**config.mk**
```make
export PLATFORM = sky130hd
export DESIGN_NAME = seg_scan_reader
export DESIGN_NICKNAME = d
export VERILOG_FILES = /design/src/rtl/seg_scan_reader.sv
export SDC_FILE = /design/constraint.sdc
export NUM_CORES = 1
export LEC_CHECK = 0
export BUFFER_PORTS_ARGS = -buffer_cell sky130_fd_sc_hd__buf_2
export CORE_MARGIN = 1
export CORE_UTILIZATION = 42
export DETAILED_ROUTE_END_ITERATION = 10
export GPL_TIMING_DRIVEN = 0
export HOLD_SLACK_MARGIN = 0.05
export PLACE_DENSITY_LB_ADDON = 0.05
export SYNTH_ARGS = -nofsm -noshare
export SYNTH_HDL_FRONTEND = slang
export SYNTH_SLANG_ARGS = --single-unit
```
**constraint.sdc**
```tcl
create_clock -name clk -period 2.7 [get_ports clk]
set_input_delay 0.135 -clock clk [delete_from_list [all_inputs] [get_ports clk]]
set_output_delay 0.135 -clock clk [all_outputs]
set_load 0.01 [all_outputs]
```
**src/rtl/seg_scan_reader.sv**
```systemverilog
// seg_scan_reader: reads a time-multiplexed 7-segment drive bus back into hex nibbles.
// A shared segment bus (bit0=a .. bit6=g) plus one-hot digit enables is sampled once,
// and each digit is checked for stability before it is decoded into its own nibble slot.
// When every digit has been captured at least once, a one-cycle frame_done pulse is
// issued. Captures of illegal non-blank patterns raise a one-cycle err pulse.
//
// Optional build macro: SEG_ACTIVE_LOW_EN
//   defined   -> seg and an are inverted ahead of the input register (common-anode boards)
//   undefined -> seg and an are used as-is (active-high)
module seg_scan_reader #(
    parameter int NUM_DIGITS    = 4,    // 1..8
    parameter int STABLE_CYCLES = 4     // >= 1
) (
    input  logic                    clk,
    input  logic                    rst_n,
    input  logic [6:0]              seg,
    input  logic [NUM_DIGITS-1:0]   an,
    output logic [4*NUM_DIGITS-1:0] digits,
    output logic [NUM_DIGITS-1:0]   digit_valid,
    output logic                    frame_done,
    output logic                    err
);

    // The run counter only has to reach STABLE_CYCLES-1, so size it for that.
    localparam int CW = (STABLE_CYCLES > 1) ? $clog2(STABLE_CYCLES) : 1;
    localparam logic [CW-1:0]         CAP_AT   = CW'(STABLE_CYCLES - 1);
    localparam logic [CW-1:0]         CNT_ONE  = CW'(1);
    localparam logic [NUM_DIGITS-1:0] AN_ONE   = NUM_DIGITS'(1);
    localparam logic [NUM_DIGITS-1:0] ALL_SEEN = {NUM_DIGITS{1'b1}};

    typedef enum logic [1:0] {
        S_IDLE   = 2'd0,
        S_SETTLE = 2'd1,
        S_HOLD   = 2'd2
    } state_t;

    state_t                  r_state;
    state_t                  w_state_next;

    logic [6:0]              w_seg_in;
    logic [NUM_DIGITS-1:0]   w_an_in;

    logic [6:0]              r_seg_q;
    logic [NUM_DIGITS-1:0]   r_an_q;
    logic [6:0]              r_seg_prev;
    logic [NUM_DIGITS-1:0]   r_an_prev;

    logic [CW-1:0]           r_cnt;
    logic [CW-1:0]           w_cnt_next;
    logic [CW-1:0]           w_run;

    logic [NUM_DIGITS-1:0]   r_seen;
    logic [NUM_DIGITS-1:0]   w_seen_or;

    logic                    r_frame_done;
    logic                    r_err;

    logic                    w_one_hot;
    logic                    w_same;
    logic                    w_capture;
    logic                    w_frame_hit;
    logic                    w_err_hit;

    logic [3:0]              w_nib;
    logic                    w_legal;
    logic                    w_blank;

`ifdef SEG_ACTIVE_LOW_EN
    // Common-anode boards drive both buses low-true; flip them so everything
    // downstream sees the same active-high view as the default build.
    assign w_seg_in = ~seg;
    assign w_an_in  = ~an;
`else
    assign w_seg_in = seg;
    assign w_an_in  = an;
`endif

    // Single input register stage; every decision below uses these sampled values.
    always_ff @(posedge clk) begin
        if (!rst_n) begin
            r_seg_q <= '0;
            r_an_q  <= '0;
        end else begin
            r_seg_q <= w_seg_in;
            r_an_q  <= w_an_in;
        end
    end

    // Previous-cycle copy of the sampled inputs, used to detect any change.
    always_ff @(posedge clk) begin
        if (!rst_n) begin
            r_seg_prev <= '0;
            r_an_prev  <= '0;
        end else begin
            r_seg_prev <= r_seg_q;
            r_an_prev  <= r_an_q;
        end
    end

    assign w_one_hot = (r_an_q != '0) && ((r_an_q & (r_an_q - AN_ONE)) == '0);
    assign w_same    = (r_seg_q == r_seg_prev) && (r_an_q == r_an_prev);

    // State and run-counter register.
    always_ff @(posedge clk) begin
        if (!rst_n) begin
            r_state <= S_IDLE;
            r_cnt   <= '0;
        end else begin
            r_state <= w_state_next;
            r_cnt   <= w_cnt_next;
        end
    end

    // Next-state and capture decision. w_run counts identical samples beyond the
    // first one in the current window, so the first sample of a fresh window
    // (coming from IDLE, or after any change) is run 0 and can already capture
    // when a single stable sample is enough.
    always_comb begin
        w_state_next = r_state;
        w_cnt_next   = r_cnt;
        w_run        = '0;
        w_capture    = 1'b0;
        if (!w_one_hot) begin
            // No digit or several digits enabled: nothing meaningful to read.
            w_state_next = S_IDLE;
            w_cnt_next   = '0;
        end else if ((r_state == S_HOLD) && w_same) begin
            // Already captured this pattern; wait for the bus to move on.
            w_state_next = S_HOLD;
            w_cnt_next   = '0;
        end else begin
            if ((r_state == S_SETTLE) && w_same) begin
                w_run = r_cnt + CNT_ONE;
            end else begin
                w_run = '0;
            end
            if (w_run == CAP_AT) begin
                w_capture    = 1'b1;
                w_state_next = S_HOLD;
                w_cnt_next   = '0;
            end else begin
                w_state_next = S_SETTLE;
                w_cnt_next   = w_run;
            end
        end
    end

    // Segment pattern to nibble decode; 0x00 is blank, anything unlisted is illegal.
    always_comb begin
        w_nib   = 4'h0;
        w_legal = 1'b1;
        case (r_seg_q)
            7'h3F:   w_nib = 4'h0;
            7'h06:   w_nib = 4'h1;
            7'h5B:   w_nib = 4'h2;
            7'h4F:   w_nib = 4'h3;
            7'h66:   w_nib = 4'h4;
            7'h6D:   w_nib = 4'h5;
            7'h7D:   w_nib = 4'h6;
            7'h07:   w_nib = 4'h7;
            7'h7F:   w_nib = 4'h8;
            7'h6F:   w_nib = 4'h9;
            7'h77:   w_nib = 4'hA;
            7'h7C:   w_nib = 4'hB;
            7'h39:   w_nib = 4'hC;
            7'h5E:   w_nib = 4'hD;
            7'h79:   w_nib = 4'hE;
            7'h71:   w_nib = 4'hF;
            default: w_legal = 1'b0;
        endcase
    end

    assign w_blank     = (r_seg_q == 7'h00);
    assign w_seen_or   = r_seen | r_an_q;
    assign w_frame_hit = w_capture && (w_seen_or == ALL_SEEN);
    assign w_err_hit   = w_capture && !w_legal && !w_blank;

    // Frame tracking: any capture marks its digit as seen; completing the set
    // pulses frame_done and starts a fresh frame.
    always_ff @(posedge clk) begin
        if (!rst_n) begin
            r_seen <= '0;
        end else if (w_capture) begin
            r_seen <= w_frame_hit ? '0 : w_seen_or;
        end
    end

    // One-cycle status pulses, re-evaluated every cycle.
    always_ff @(posedge clk) begin
        if (!rst_n) begin
            r_frame_done <= 1'b0;
            r_err        <= 1'b0;
        end else begin
            r_frame_done <= w_frame_hit;
            r_err        <= w_err_hit;
        end
    end

    assign frame_done = r_frame_done;
    assign err        = r_err;

    // Per-digit storage. Only a legal pattern overwrites the nibble; blank and
    // illegal captures just drop the valid flag so the last good value survives.
    generate
        for (genvar gi = 0; gi < NUM_DIGITS; gi++) begin : g_digit
            logic [3:0] r_nib;
            logic       r_vld;

            // Update this digit when a capture targets its enable bit.
            always_ff @(posedge clk) begin
                if (!rst_n) begin
                    r_nib <= 4'h0;
                    r_vld <= 1'b0;
                end else if (w_capture && r_an_q[gi]) begin
                    if (w_legal) begin
                        r_nib <= w_nib;
                    end
                    r_vld <= w_legal;
                end
            end

            assign digits[4*gi +: 4] = r_nib;
            assign digit_valid[gi]   = r_vld;
        end
    endgenerate

endmodule

```
# Word level (Yosys, flattened, before mapping)
# Index checks and enable logic that the tools add are counted.
totals:
  word_cells: 81
  regBits: 52
  output_inout_bits: 22
  input_bits: 13
op_classes:
  add_sub_neg: 2
  n_reduce_logical: 24
  n_bitwise: 4
  muxes: 11
  n_eq_ne: 22
op_table:
  columns: ["cell", "count"]
  rows:
  - ["7-bit equality test, second input constant", 12]
  - ["4-bit one-hot mux with 15 select lines", 1]
  - ["16-bit OR reduction", 1]
  - ["7-bit by 3-bit equality test with 1-bit output, second input constant", 2]
  - ["7-bit by 6-bit equality test with 1-bit output, second input constant", 2]
  - ["1-bit logical AND", 11]
  - ["2-bit 2-to-1 mux", 5]
  - ["2-bit AND reduction", 5]
  - ["7-bit equality test", 1]
  - ["7-bit logical NOT", 1]
  - ["4-bit AND", 1]
  - ["2-bit equality test, second input constant", 2]
  - ["4-bit equality test", 1]
  - ["4-bit equality test, second input constant", 1]
  - ["4-bit logical NOT", 1]
  - ["1-bit 2-to-1 mux", 4]
  - ["4-bit 2-to-1 mux", 1]
  - ["4-bit OR", 1]
  - ["4-bit nonzero test", 1]
  - ["4-bit OR reduction", 1]
  - ["4-bit by 1-bit subtractor with 4-bit output, second input constant", 1]
  - ["3-bit OR reduction", 1]
  - ["2-bit by 1-bit adder with 2-bit output, second input constant", 1]
  - ["2-bit by 1-bit equality test with 1-bit output, second input constant", 1]
  - ["2 further kinds", 4]

# Longest topological paths before layout
# Gate-level depths: netlist (run 1).
logic_depth:
  ltp_word: 12
  ltp_mapped: 9
  depth_no_buf: 6

# Worst setup path before layout (run 1)
# No wires, ideal clock.
synth_path:
  path_type: "flip-flop to flip-flop"
  startpoint: "register r_seg_q[3]"
  endpoint: "register g_digit[0].r_nib[2]"
  setup_slack_ns: 0.757
  t_arrival_ns: 1.799
  period_less_slack_ns: 1.943
  path_stages_with_launch: 8
  t_required_ns: 2.556
  path_cell_list: "dfxtp_1 -> or4b_2 -> a21oi_1 -> o21ai_0 -> and3_1 -> buf_6 -> nor2_1 -> o22ai_1"
synth_between:
  elab_chain_cells: 12
  word_cells_on_any_way: 32
  classes_between: "eq/ne (18); mux (8); reduce/logical (6)"
synth_lines:
  columns: ["element", "line_no", "source"]
  rows:
  - ["start, declared", "43", "logic [6:0] r_seg_q;"]
  - ["start signal, assigned", "84", "r_seg_q <= w_seg_in;"]
  - ["7-bit equality test", "101", "assign w_same = (r_seg_q == r_seg_prev) && (r_an_q == r_an_prev);"]
  - ["1-bit logical AND", "101", null]
  - ["1-bit logical AND", "132", "if ((r_state == S_SETTLE) && w_same) begin"]
  - ["2-bit 2-to-1 mux", "132", null]
  - ["2-bit 2-to-1 mux", "127", "end else if ((r_state == S_HOLD) && w_same) begin"]
  - ["2-bit 2-to-1 mux", "123", "if (!w_one_hot) begin"]
  - ["2-bit equality test", "137", "if (w_run == CAP_AT) begin"]
  - ["1-bit 2-to-1 mux", "137", null]
  - ["1-bit 2-to-1 mux", "127", null]
  - ["1-bit 2-to-1 mux", "123", null]
  - ["1-bit logical AND", "214", "end else if (w_capture && r_an_q[gi]) begin"]
  - ["2-bit AND reduction (no line)", null, null]
  - ["end signal, assigned", "216", "r_nib <= w_nib;"]
  - ["end, declared", "206", "logic [3:0] r_nib;"]
# Several ways; a longest one is shown, not always the timed one. The select of a mux whose other input is x is not followed.
# A chain may end at the register's enable or synchronous reset.

# Worst setup path after layout (run 1)
layout_path:
  startpoint: "register r_seg_q[2]"
  endpoint: "register g_digit[2].r_nib[2]"
layout_between:
  elab_chain_cells: 12
  word_cells_on_any_way: 32
  classes_between: "eq/ne (18); mux (8); reduce/logical (6)"
layout_lines:
  columns: ["element", "line_no"]
  rows:
  - ["7-bit equality test", "101"]
  - ["1-bit logical AND", "101"]
  - ["1-bit logical AND", "132"]
  - ["2-bit 2-to-1 mux", "132"]
  - ["2-bit 2-to-1 mux", "127"]
  - ["2-bit 2-to-1 mux", "123"]
  - ["2-bit equality test", "137"]
  - ["1-bit 2-to-1 mux", "137"]
  - ["1-bit 2-to-1 mux", "127"]
  - ["1-bit 2-to-1 mux", "123"]
  - ["1-bit logical AND", "214"]
  - ["2-bit AND reduction (no line)", null]
  - ["end signal, assigned", "216"]
  - ["end, declared", "206"]
# Several ways; a longest one is shown, not always the timed one. The select of a mux whose other input is x is not followed.

==> impl_metrics.prom, run 1 <==
# TYPE chip_impl_metric gauge
chip_impl_metric{name="power.ir.vdd_worst",unit="mV"} 0.2118
chip_impl_metric{name="synth-seq-cells",unit=""} 52
chip_impl_metric{name="power_leakage",unit="nW"} 1.062
chip_impl_metric{name="synth_cell_types",unit=""} 47
chip_impl_metric{name="remaining_drcs",unit=""} 0
chip_impl_metric{name="first_iter_violations",unit=""} 97
chip_impl_metric{name="slew-limit-headroom",unit="%"} 51.76
chip_impl_metric{name="clk_transition_reported_paths",unit="ns"} 0.09
chip_impl_metric{name="worst-path-buf-inv",unit=""} 1
chip_impl_metric{name="area_of_placed_instances",unit="um^2"} 2614
chip_impl_metric{name="cp_data_arrival_time",unit="ns"} 2.59
chip_impl_metric{name="timing.final.max_slew_violations",unit=""} 0
chip_impl_metric{name="worst-slew-pin-transition",unit="ns"} 0.7236
chip_impl_metric{name="mappedNetlistNets",unit=""} 270
chip_impl_metric{name="clock_sinks",unit=""} 52
chip_impl_metric{name="synth_sequential_area_ratio",unit="%"} 44.18
chip_impl_metric{name="cts_resizes",unit=""} 0
chip_impl_metric{name="finClkSkew",unit="ns"} 0.004656
chip_impl_metric{name="global_route.usage.total",unit="%"} 19.14
chip_impl_metric{name="h-tree-depth",unit=""} 2
chip_impl_metric{name="post-route-period-util",unit="%"} 89.74
chip_impl_metric{name="io_pins",unit=""} 35
chip_impl_metric{name="finalHoldViolations",unit=""} 0
chip_impl_metric{name="postSynthAreaPerCell",unit="um^2"} 9.167
chip_impl_metric{name="synthCells",unit=""} 257
chip_impl_metric{name="synth_async_sr_flop_share",unit="%"} 0
chip_impl_info{name="worstHoldPathType",value="primary input to register"} 1
chip_impl_metric{name="ys.warnings.count",unit=""} 0
chip_impl_metric{name="place.gp.congestion",unit=""} 0.8746
chip_impl_metric{name="routed_wire_length",unit="mm"} 5.276
chip_impl_metric{name="number_of_antenna_repair_diodes",unit=""} 0
chip_impl_metric{name="num-nets-final",unit=""} 322
chip_impl_metric{name="avgViaCountPerCell",unit=""} 5.147
chip_impl_metric{name="max_clock_freq",unit="MHz"} 412.7
chip_impl_metric{name="cts_max_path_buffers",unit=""} 2
chip_impl_metric{name="dieArea",unit="um^2"} 5913
chip_impl_metric{name="worstSkewPairLatency",unit="ns"} 0.30
chip_impl_info{name="dominant_register_cell_in_the_synthesized_netlist",value="sky130_fd_sc_hd__dfxtp_1"} 1
chip_impl_metric{name="pwr_density_cell",unit="nW/um^2"} 495.5
chip_impl_metric{name="antenna_nets_post_route",unit=""} 0
chip_impl_metric{name="starting_utilization_of_the_core_area",unit="%"} 44.98
chip_impl_info{name="tritoncts",value="built"} 1
chip_impl_metric{name="die_y",unit="um"} 76.90
chip_impl_metric{name="portBuffers",unit=""} 34
chip_impl_metric{name="drv.max_cap_violation_count",unit=""} 0
chip_impl_metric{name="critical_path_required",unit="ns"} 2.86
chip_impl_info{name="post_synth_main_area_contributors",value="sky130_fd_sc_hd__dfxtp_1 44%, sky130_fd_sc_hd__and2_1 5.6%, sky130_fd_sc_hd__xnor2_1 5.2%"} 1
chip_impl_metric{name="worst_path_largest_cell_delay",unit="ns"} 0.48
chip_impl_metric{name="flow.area_growth_from_synthesis",unit="%"} 19.44
chip_impl_metric{name="grt_pass1_wl",unit="mm"} 8.811
chip_impl_info{name="status",value="finished clean"} 1
chip_impl_metric{name="dr_total_vias",unit=""} 1956
chip_impl_metric{name="routedWlPerCell",unit="um"} 13.88
chip_impl_metric{name="core",unit="um^2"} 5238
chip_impl_metric{name="report.final.setup_viol",unit=""} 0
chip_impl_metric{name="synth_top_cell_area_share",unit="%"} 44.18
chip_impl_info{name="worst_setup_path_category",value="register to register"} 1
chip_impl_info{name="crit_family",value="simple AND/OR/NAND/NOR gates"} 1
chip_impl_metric{name="synth_area",unit="um^2"} 2356
chip_impl_info{name="chain_of_cells_forming_the_critical_path",value="buf_1, xnor2_1, nand3_1, nor3_1, nand4_1, nor2_1, o22ai_1"} 1
chip_impl_info{name="synth_common_cells",value="52 x sky130_fd_sc_hd__dfxtp_1, 27 x sky130_fd_sc_hd__nand2_1, 21 x sky130_fd_sc_hd__and2_1, 15 x sky130_fd_sc_hd__nor2_1"} 1
chip_impl_metric{name="placementRows",unit=""} 26
chip_impl_info{name="cpMaxStageDelayCell",value="sky130_fd_sc_hd__nor3_1"} 1
chip_impl_metric{name="grt_pass1_vias",unit=""} 1748
chip_impl_metric{name="detailed_place_hpwl",unit="mm"} 3.757
chip_impl_metric{name="cts-buffers-inserted",unit=""} 5
chip_impl_metric{name="synth_edf_count",unit=""} 0
chip_impl_metric{name="grt_overflow",unit=""} 0
chip_impl_metric{name="die_w",unit="um"} 76.90
chip_impl_metric{name="final_cell_area",unit="um^2"} 2814
chip_impl_metric{name="finalCriticalPeriod",unit="ns"} 2.423
chip_impl_metric{name="crit_path_max_fanout",unit=""} 10
chip_impl_metric{name="layout_cells_sized_above_1",unit="%"} 19.03
chip_impl_info{name="critical_path.endpoint_type",value="register"} 1
chip_impl_metric{name="antenna_found_initial",unit=""} 0
chip_impl_info{name="critPathLaunchType",value="register"} 1
chip_impl_info{name="rsz_0062_raised_after_global_routing",value="no"} 1
chip_impl_metric{name="grt_max_degree",unit=""} 15
chip_impl_info{name="yosysMostFrequentCell",value="sky130_fd_sc_hd__dfxtp_1"} 1
chip_impl_info{name="netlist.top_cell.by_area",value="sky130_fd_sc_hd__dfxtp_1"} 1
chip_impl_metric{name="fin_setup_tns",unit="ns"} 0
chip_impl_info{name="library_cell_used_as_clock_root_buffer",value="sky130_fd_sc_hd__clkbuf_8"} 1
chip_impl_metric{name="drtPass1Iterations",unit=""} 4
per-stage QoR:
stage / worst slack [ns] / std cells / power (mW) / hold slack [ns] / util [%]
finish: 0.2771 / 380 / 1.394 / 0.1604 / 53.73
global route: 0.08448 / 380 / 1.459 / 0.1839 / 53.73
CTS: 0.3214 / 380 / 1.408 / 0.1492 / 53.73
detailed placement: 0.3501 / 361 / 0.9462 / 0.3449 / 49.90
global placement: 0.3062 / 361 / 0.9458 / 0.3397 / 49.90
floorplan: 0.7567 / 257 / 0.9091 / 0.2623 / -
area by class of cell:
type / instances / area, um^2
inverter: 3 / 11.26
multi-input combinational: 179 / 1144
tap: 70 / 87.58
sequential: 52 / 1041
fill: 525 / 2424
buffer: 23 / 160.2
clock buffer: 8 / 90.09
timing repair buffer: 45 / 280.3
placed cells by master (no fill, tap or decap), types with 11 or more instances in the layout:
cell type	synthesis	layout
sky130_fd_sc_hd__xnor2_1	14	14
sky130_fd_sc_hd__dlygate4sd3_1	0	11
sky130_fd_sc_hd__buf_2	3	37
sky130_fd_sc_hd__dfxtp_1	52	52
sky130_fd_sc_hd__nand2_1	27	27
sky130_fd_sc_hd__clkbuf_1	9	11
sky130_fd_sc_hd__o22ai_1	13	13
sky130_fd_sc_hd__and2_1	21	21
sky130_fd_sc_hd__a21oi_1	14	14
sky130_fd_sc_hd__nor2_1	15	15
registers in the layout (all words and copies together) (netlist names):
| name | cells |
|---|---|
| g_digit.r_nib | 16 |
| r_seg_prev | 7 |
| r_seg_q | 7 |
| g_digit.r_vld | 4 |
| r_an_prev | 4 |
| r_an_q | 4 |
| r_seen | 4 |
| r_cnt | 2 |
| r_state | 2 |
| err | 1 |
| frame_done | 1 |
tightest hold or removal path, delay by kind of cell:
kind | cells | cell delay [ns]
buffers and inverters | 1 | 0.14
AND/OR/NAND/NOR | 2 | 0.15
cells by family after synthesis:
| logic type | Yosys count | share of synthesized area (%) |
|---|---|---|
| and+or+nand+nor | 110 | 26.71 |
| AOI/OAI and AO/OA | 53 | 15.77 |
| DFF | 52 | 44.18 |
| buffers and inverters | 26 | 7.275 |
| xor gates and xnor gates | 14 | 5.205 |
| muxes | 2 | 0.8497 |
metal layers:
layer / part of all wire (%) / vias up / global-route usage [%]
li1: - / 1012 / -
met1: 51 / 900 / 25.97
met2: 44 / 37 / 29.91
met3: 3.2 / 7 / 3.810
met4: 1.3 / 0 / 6.923
met5: 0 / - / 0
where the power goes:
group	switching (mW)	internal, mW	total, mW
combinational	0.0772	0.0670	0.144
sequential	0.0124	0.783	0.795
clock	0.245	0.210	0.455
worst paths after layout:
check / start / to / slack, ns / cells after the start
setup / recovery: r_seg_q[2] / g_digit[2].r_nib[2] / 0.28 / 7
hold / removal: rst_n / frame_done / 0.16 / 3
setup reg to reg: r_seg_q[2] / g_digit[2].r_nib[2] / 0.28 / 7
hold reg to reg: g_digit[2].r_nib[3] / g_digit[2].r_nib[3] / 0.47 / 2
repair_timing:
action	CTS	global route
setup buffers	0	0
endpoints found under the hold margin	11	0
setup endpoints to repair	0	0
hold buffers	11	0
Note: power is estimated with default switching activity, not from simulation.
==> run 2, diff against run 1 <==
Settings changed: PLACE_DENSITY from default to 0.71, PLACE_DENSITY_LB_ADDON 0.05 to default.
==> impl_metrics.prom, run 2 (synthesis results as in run 1) <==
# TYPE chip_impl_metric gauge
chip_impl_metric{name="worst_path_largest_cell_delay",unit="ns"} 0.50
chip_impl_metric{name="area_of_placed_instances",unit="um^2"} 2614
chip_impl_info{name="worst_setup_path_category",value="register to register"} 1
chip_impl_info{name="chain_of_cells_forming_the_critical_path",value="buf_1, xnor2_1, nand3_1, nor3_1, nand4_1, nor2_1, o22ai_1"} 1
chip_impl_metric{name="worst_hold_slack",unit="ns"} 0.1625
chip_impl_metric{name="grt_pass1_wl",unit="mm"} 8.652
chip_impl_metric{name="starting_utilization_of_the_core_area",unit="%"} 44.98
chip_impl_metric{name="worst-path-buf-inv",unit=""} 1
chip_impl_metric{name="fill_cells",unit=""} 487
chip_impl_metric{name="power.ir.vdd_worst",unit="mV"} 0.3208
chip_impl_metric{name="antenna_found_initial",unit=""} 0
chip_impl_metric{name="post-layout-total-power",unit="mW"} 1.458
chip_impl_metric{name="die_w",unit="um"} 76.90
chip_impl_metric{name="number_of_flip_flops_under_the_largest_register_name",unit=""} 16
chip_impl_metric{name="avgViaCountPerCell",unit=""} 5.311
chip_impl_metric{name="grt_max_degree",unit=""} 17
chip_impl_metric{name="dr_total_vias",unit=""} 2018
chip_impl_metric{name="slew-limit-headroom",unit="%"} 57.65
chip_impl_metric{name="grt_pass1_vias",unit=""} 1854
chip_impl_metric{name="finalHoldViolations",unit=""} 0
chip_impl_metric{name="place.gp.congestion",unit=""} 0.9225
chip_impl_info{name="layout.cells.most_common_list",value="52 x sky130_fd_sc_hd__dfxtp_1, 37 x sky130_fd_sc_hd__buf_2, 27 x sky130_fd_sc_hd__nand2_1"} 1
chip_impl_metric{name="finalCriticalPeriod",unit="ns"} 2.457
chip_impl_info{name="grt.busiest_layer",value="met2"} 1
chip_impl_metric{name="final_cell_area",unit="um^2"} 2835
chip_impl_metric{name="multi_input_area",unit="um^2"} 1144
chip_impl_metric{name="drtPass1Iterations",unit=""} 5
chip_impl_metric{name="die_y",unit="um"} 76.90
chip_impl_info{name="tritoncts",value="built"} 1
chip_impl_metric{name="grtUsageMet1",unit="%"} 23.05
chip_impl_metric{name="critical_path_required",unit="ns"} 2.86
chip_impl_metric{name="max_clock_freq",unit="MHz"} 407.0
chip_impl_metric{name="flow.area_growth_from_synthesis",unit="%"} 20.34
chip_impl_metric{name="cp_data_arrival_time",unit="ns"} 2.62
chip_impl_info{name="worstHoldPathType",value="primary input to register"} 1
chip_impl_metric{name="clk_transition_reported_paths",unit="ns"} 0.09
chip_impl_metric{name="routedWlPerCell",unit="um"} 13.71
chip_impl_metric{name="cts-buffers-inserted",unit=""} 5
chip_impl_info{name="library_cell_used_as_clock_root_buffer",value="sky130_fd_sc_hd__clkbuf_8"} 1
chip_impl_metric{name="number_of_antenna_repair_diodes",unit=""} 0
chip_impl_info{name="critical_path.endpoint_type",value="register"} 1
chip_impl_info{name="most_frequent_standard_cell_in_the_layout_excluding_fill_and_tap_cells",value="sky130_fd_sc_hd__dfxtp_1"} 1
chip_impl_info{name="largestRegisters",value="g_digit.r_nib (16), r_seg_prev (7), r_seg_q (7)"} 1
chip_impl_info{name="rsz_0062_raised_after_global_routing",value="no"} 1
chip_impl_metric{name="finClkSkew",unit="ns"} 0.008155
chip_impl_metric{name="worst-slew-pin-transition",unit="ns"} 0.6304
chip_impl_metric{name="placementRows",unit=""} 26
chip_impl_metric{name="fin_setup_tns",unit="ns"} 0
chip_impl_metric{name="layout_cells_sized_above_1",unit="%"} 19.68
chip_impl_metric{name="pwr_density_cell",unit="nW/um^2"} 514.2
chip_impl_metric{name="clock_sinks",unit=""} 52
chip_impl_metric{name="first_iter_violations",unit=""} 89
chip_impl_metric{name="num-nets-final",unit=""} 322
chip_impl_metric{name="finish.cell_count_without_fillers",unit=""} 380
chip_impl_metric{name="dieArea",unit="um^2"} 5913
chip_impl_metric{name="portBuffers",unit=""} 34
chip_impl_metric{name="area_taken_by_flip_flops_and_latches",unit="um^2"} 1041
chip_impl_metric{name="routed_wire_length",unit="mm"} 5.208
chip_impl_info{name="cpMaxStageDelayCell",value="sky130_fd_sc_hd__nor3_1"} 1
chip_impl_metric{name="worstSkewPairLatency",unit="ns"} 0.30
chip_impl_info{name="registers.top_by_ff_count",value="g_digit.r_nib"} 1
chip_impl_metric{name="grt_overflow",unit=""} 0
chip_impl_info{name="crit_family",value="simple AND/OR/NAND/NOR gates"} 1
chip_impl_info{name="status",value="finished clean"} 1
chip_impl_metric{name="placedCellCount",unit=""} 361
chip_impl_metric{name="h-tree-depth",unit=""} 2
chip_impl_metric{name="detailed_place_hpwl",unit="mm"} 3.682
chip_impl_metric{name="global_route.usage.met2",unit="%"} 30.98
chip_impl_metric{name="post-route-period-util",unit="%"} 90.99
chip_impl_metric{name="core",unit="um^2"} 5238
chip_impl_metric{name="report.final.setup_viol",unit=""} 0
chip_impl_metric{name="timing.final.max_slew_violations",unit=""} 0
chip_impl_metric{name="cts_max_path_buffers",unit=""} 2
chip_impl_info{name="critPathLaunchType",value="register"} 1
chip_impl_metric{name="remaining_drcs",unit=""} 0
chip_impl_metric{name="drv.max_cap_violation_count",unit=""} 0
chip_impl_metric{name="io_pins",unit=""} 35
chip_impl_metric{name="postCtsSetupBuffers",unit=""} 0
chip_impl_metric{name="antenna_nets_post_route",unit=""} 0
chip_impl_metric{name="power_leakage",unit="nW"} 1.071
chip_impl_metric{name="grtUsageMet3",unit="%"} 4.048
chip_impl_metric{name="global_route.usage.total",unit="%"} 18.41
chip_impl_metric{name="crit_path_max_fanout",unit=""} 10
[run 2: what timing repair did]
action | in CTS | in global routing
hold buffers | 10 | 1
gates resized for setup | 0 | 0
hold endpoints to repair | 10 | 1
endpoints found under the setup margin | 0 | 0
[run 2: metal layers]
layer / vias up / part of all wire, %
li1: 1016 / -
met1: 948 / 47
met2: 50 / 48
met3: 4 / 4.6
met4: 0 / 0.61
met5: - / 0
[run 2: final cells by class]
cell class,count,share of cell area (%)
Timing Repair Buffer,45,9.885
Buffer,23,5.649
Tap cell,70,3.089
Inverter,3,0.3972
Multi-Input combinational cell,179,40.34
Clock inverter,3,1.500
Clock buffer,5,2.427
Sequential cell,52,36.72
[run 2: worst min-delay path: stages]
cell,delay (ns)
sky130_fd_sc_hd__buf_2,0.15
sky130_fd_sc_hd__nand2_1,0.09
sky130_fd_sc_hd__nor3_1,0.05
[run 2: power breakdown]
| group | internal [mW] | switching [mW] |
|---|---|---|
| registers | 0.783 | 0.0122 |
| clock network | 0.274 | 0.243 |
| logic | 0.0670 | 0.0780 |
[run 2: final timing paths]
kind,slack (ns),endpoint,depth (start not counted),startpoint
worst max-delay path,0.24,g_digit[0].r_nib[0],7,r_seg_q[2]
worst min-delay path,0.16,frame_done,3,rst_n
worst max register to register,0.24,g_digit[0].r_nib[0],7,r_seg_q[2]
worst min register to register,0.46,g_digit[3].r_nib[2],2,g_digit[3].r_nib[2]
[run 2: stage by stage]
stage | setup slack (ns) | util, %
finish | 0.2433 | 54.13
global route | 0.1176 | 54.13
CTS | 0.2804 | 53.94
detailed placement | 0.3567 | 49.90
global placement | 0.3397 | 49.90
floorplan | 0.7567 | -
==> run 3, diff against run 2 <==
Settings changed: BUFFER_PORTS_ARGS -buffer_cell sky130_fd_sc_hd__buf_2 to -buffer_cell sky130_fd_sc_hd__buf_4, CORE_MARGIN 1 to default.
==> impl_metrics.prom, run 3 (synthesis results as in run 1) <==
# TYPE chip_impl_metric gauge
chip_impl_info{name="chain_of_cells_forming_the_critical_path",value="buf_1, xnor2_1, nand3_1, nor3_1, and3_1, and3b_1, mux2i_1"} 1
chip_impl_metric{name="routed_wire_length",unit="mm"} 5.134
chip_impl_metric{name="core",unit="um^2"} 5238
chip_impl_metric{name="crit_path_max_fanout",unit=""} 10
chip_impl_info{name="worstHoldPathType",value="primary input to register"} 1
chip_impl_metric{name="worst_path_largest_cell_delay",unit="ns"} 0.53
chip_impl_metric{name="grt_pass1_vias",unit=""} 1838
chip_impl_info{name="registers.top_by_ff_count",value="g_digit.r_nib"} 1
chip_impl_info{name="cpMaxStageDelayCell",value="sky130_fd_sc_hd__nor3_1"} 1
chip_impl_info{name="layout.cells.most_common_list",value="52 x sky130_fd_sc_hd__dfxtp_1, 38 x sky130_fd_sc_hd__buf_4, 27 x sky130_fd_sc_hd__nand2_1"} 1
chip_impl_metric{name="finalHoldViolations",unit=""} 0
chip_impl_metric{name="report.final.setup_viol",unit=""} 0
chip_impl_metric{name="die_y",unit="um"} 76.90
chip_impl_metric{name="clock_sinks",unit=""} 52
chip_impl_metric{name="critical_path_required",unit="ns"} 2.94
chip_impl_metric{name="io_pins",unit=""} 35
chip_impl_metric{name="max_clock_freq",unit="MHz"} 412.1
chip_impl_metric{name="die_w",unit="um"} 76.90
chip_impl_metric{name="seq_power_share",unit="%"} 57.3
chip_impl_metric{name="cts-buffers-inserted",unit=""} 5
chip_impl_metric{name="postCtsSetupBuffers",unit=""} 0
chip_impl_metric{name="dieArea",unit="um^2"} 5913
chip_impl_metric{name="fin_setup_tns",unit="ns"} 0
chip_impl_metric{name="h-tree-depth",unit=""} 2
chip_impl_info{name="tritoncts",value="built"} 1
chip_impl_metric{name="multi_input_area",unit="um^2"} 1144
chip_impl_info{name="library_cell_used_as_clock_root_buffer",value="sky130_fd_sc_hd__clkbuf_8"} 1
chip_impl_metric{name="post-layout-total-power",unit="mW"} 1.389
chip_impl_metric{name="worst-slew-pin-transition",unit="ns"} 0.6945
chip_impl_metric{name="antenna_found_initial",unit=""} 0
chip_impl_metric{name="power_report.internal_total",unit="mW"} 1.039
chip_impl_metric{name="finClkSkew",unit="ns"} 0.008432
chip_impl_metric{name="cts_hold_buffers",unit=""} 11
chip_impl_metric{name="cts_max_path_buffers",unit=""} 2
chip_impl_metric{name="part_of_the_total_power_dissipated_in_combinational_logic",unit="%"} 10.7
chip_impl_metric{name="placedCellCount",unit=""} 361
chip_impl_metric{name="grt_max_degree",unit=""} 18
chip_impl_metric{name="remaining_drcs",unit=""} 0
chip_impl_metric{name="clk_transition_reported_paths",unit="ns"} 0.10
chip_impl_metric{name="worst-path-buf-inv",unit=""} 1
chip_impl_info{name="critPathLaunchType",value="register"} 1
chip_impl_metric{name="drv.max_cap_violation_count",unit=""} 0
chip_impl_metric{name="fill_cells",unit=""} 493
chip_impl_metric{name="power_leakage",unit="nW"} 1.064
chip_impl_metric{name="global_route.usage.total",unit="%"} 18.92
chip_impl_info{name="crit_family",value="simple AND/OR/NAND/NOR gates"} 1
chip_impl_metric{name="avgViaCountPerCell",unit=""} 5.305
chip_impl_metric{name="portBuffers",unit=""} 34
chip_impl_metric{name="flow.area_growth_from_synthesis",unit="%"} 23.15
chip_impl_metric{name="area_taken_by_flip_flops_and_latches",unit="um^2"} 1041
chip_impl_metric{name="finish.cell_count_without_fillers",unit=""} 380
chip_impl_metric{name="number_of_flip_flops_under_the_largest_register_name",unit=""} 16
chip_impl_info{name="most_frequent_standard_cell_in_the_layout_excluding_fill_and_tap_cells",value="sky130_fd_sc_hd__dfxtp_1"} 1
chip_impl_info{name="largestRegisters",value="g_digit.r_nib (16), r_seg_prev (7), r_seg_q (7)"} 1
chip_impl_metric{name="post-route-period-util",unit="%"} 89.87
chip_impl_metric{name="p_sw_share",unit="%"} 25.22
chip_impl_metric{name="num-nets-final",unit=""} 322
chip_impl_metric{name="switching_power",unit="mW"} 0.3503
chip_impl_metric{name="drtPass1Iterations",unit=""} 4
chip_impl_info{name="worst_setup_path_category",value="register to register"} 1
chip_impl_metric{name="timing.final.max_slew_violations",unit=""} 0
chip_impl_metric{name="cts_resizes",unit=""} 0
chip_impl_metric{name="power.ir.vdd_worst",unit="mV"} 0.3044
chip_impl_metric{name="cp_data_arrival_time",unit="ns"} 2.66
chip_impl_metric{name="routedWlPerCell",unit="um"} 13.51
chip_impl_metric{name="slew-limit-headroom",unit="%"} 53.70
chip_impl_metric{name="worstSkewPairLatency",unit="ns"} 0.31
chip_impl_metric{name="grt_pass1_wl",unit="mm"} 8.887
chip_impl_metric{name="layout_cells_sized_above_1",unit="%"} 19.68
chip_impl_metric{name="number_of_antenna_repair_diodes",unit=""} 0
chip_impl_metric{name="p_clk_share",unit="%"} 32.0
chip_impl_metric{name="grt_overflow",unit=""} 0
chip_impl_metric{name="finalCriticalPeriod",unit="ns"} 2.426
chip_impl_info{name="status",value="finished clean"} 1
chip_impl_info{name="critical_path.endpoint_type",value="register"} 1
chip_impl_info{name="rsz_0062_raised_after_global_routing",value="no"} 1
chip_impl_metric{name="starting_utilization_of_the_core_area",unit="%"} 44.98
chip_impl_metric{name="first_iter_violations",unit=""} 117
chip_impl_metric{name="placementRows",unit=""} 26
chip_impl_metric{name="pwr_density_cell",unit="nW/um^2"} 478.7
chip_impl_metric{name="dr_total_vias",unit=""} 2016
chip_impl_metric{name="place.gp.congestion",unit=""} 0.8985
chip_impl_metric{name="antenna_nets_post_route",unit=""} 0
chip_impl_metric{name="detailed_place_hpwl",unit="mm"} 3.654
run 3: final cells by class:
cell class                 count  area share [%]
multi-input combinational    179           39.41
sequential                    52           35.88
timing repair buffer          45           12.59
buffer                        23           5.520
tap                           70           3.019
clock buffer                   5           2.372
clock inverter                 3          0.8193
inverter                       3          0.3881
run 3: per-stage QoR:
| stage | utilization [%] | instance area (um^2) | setup slack (ns) | hold WS, ns |
|---|---|---|---|---|
| after detailed placement | 51.53 | 2699 | 0.3404 | 0.3460 |
| after CTS | 55.40 | 2902 | 0.3076 | 0.1307 |
| after global routing | 55.40 | 2902 | 0.03361 | 0.1506 |
| final | 55.40 | 2902 | 0.2736 | 0.1436 |
| after floorplan | - | 2356 | 0.7567 | 0.2623 |
| after global placement | 51.53 | 2699 | 0.3095 | 0.3425 |
run 3: tightest hold or removal path: cells and delay by family:
kind / cells / cell delay [ns]
AND/OR/NAND/NOR: 2 / 0.14
buffers and inverters: 1 / 0.14
run 3: power by group through the flow:
stage | Clock, mW | Sequential (mW) | Combinational, mW
6_report | 0.445 | 0.795 | 0.149
3_5_place_dp | 0 | 0.814 | 0.136
2_1_floorplan | 0 | 0.810 | 0.0987
3_3_place_gp | 0 | 0.813 | 0.135
5_1_grt | 0.499 | 0.798 | 0.165
4_1_cts | 0.461 | 0.796 | 0.148
run 3: per-layer routing:
metal | part of all wire (%) | global-route usage (%)
met5 | 0 | 0
met4 | 0.58 | 7.308
met3 | 4.5 | 3.452
met2 | 47 | 30.09
met1 | 48 | 25.28
run 3: final timing paths:
kind                       startpoint                  end  slack, ns  cells after the start
setup / recovery           r_seg_q[2]  g_digit[3].r_nib[2]       0.27                      7
hold / removal                  rst_n           frame_done       0.14                      3
setup reg to reg           r_seg_q[2]  g_digit[3].r_nib[2]       0.27                      7
hold reg to reg   g_digit[3].r_nib[2]  g_digit[3].r_nib[2]       0.47                      2
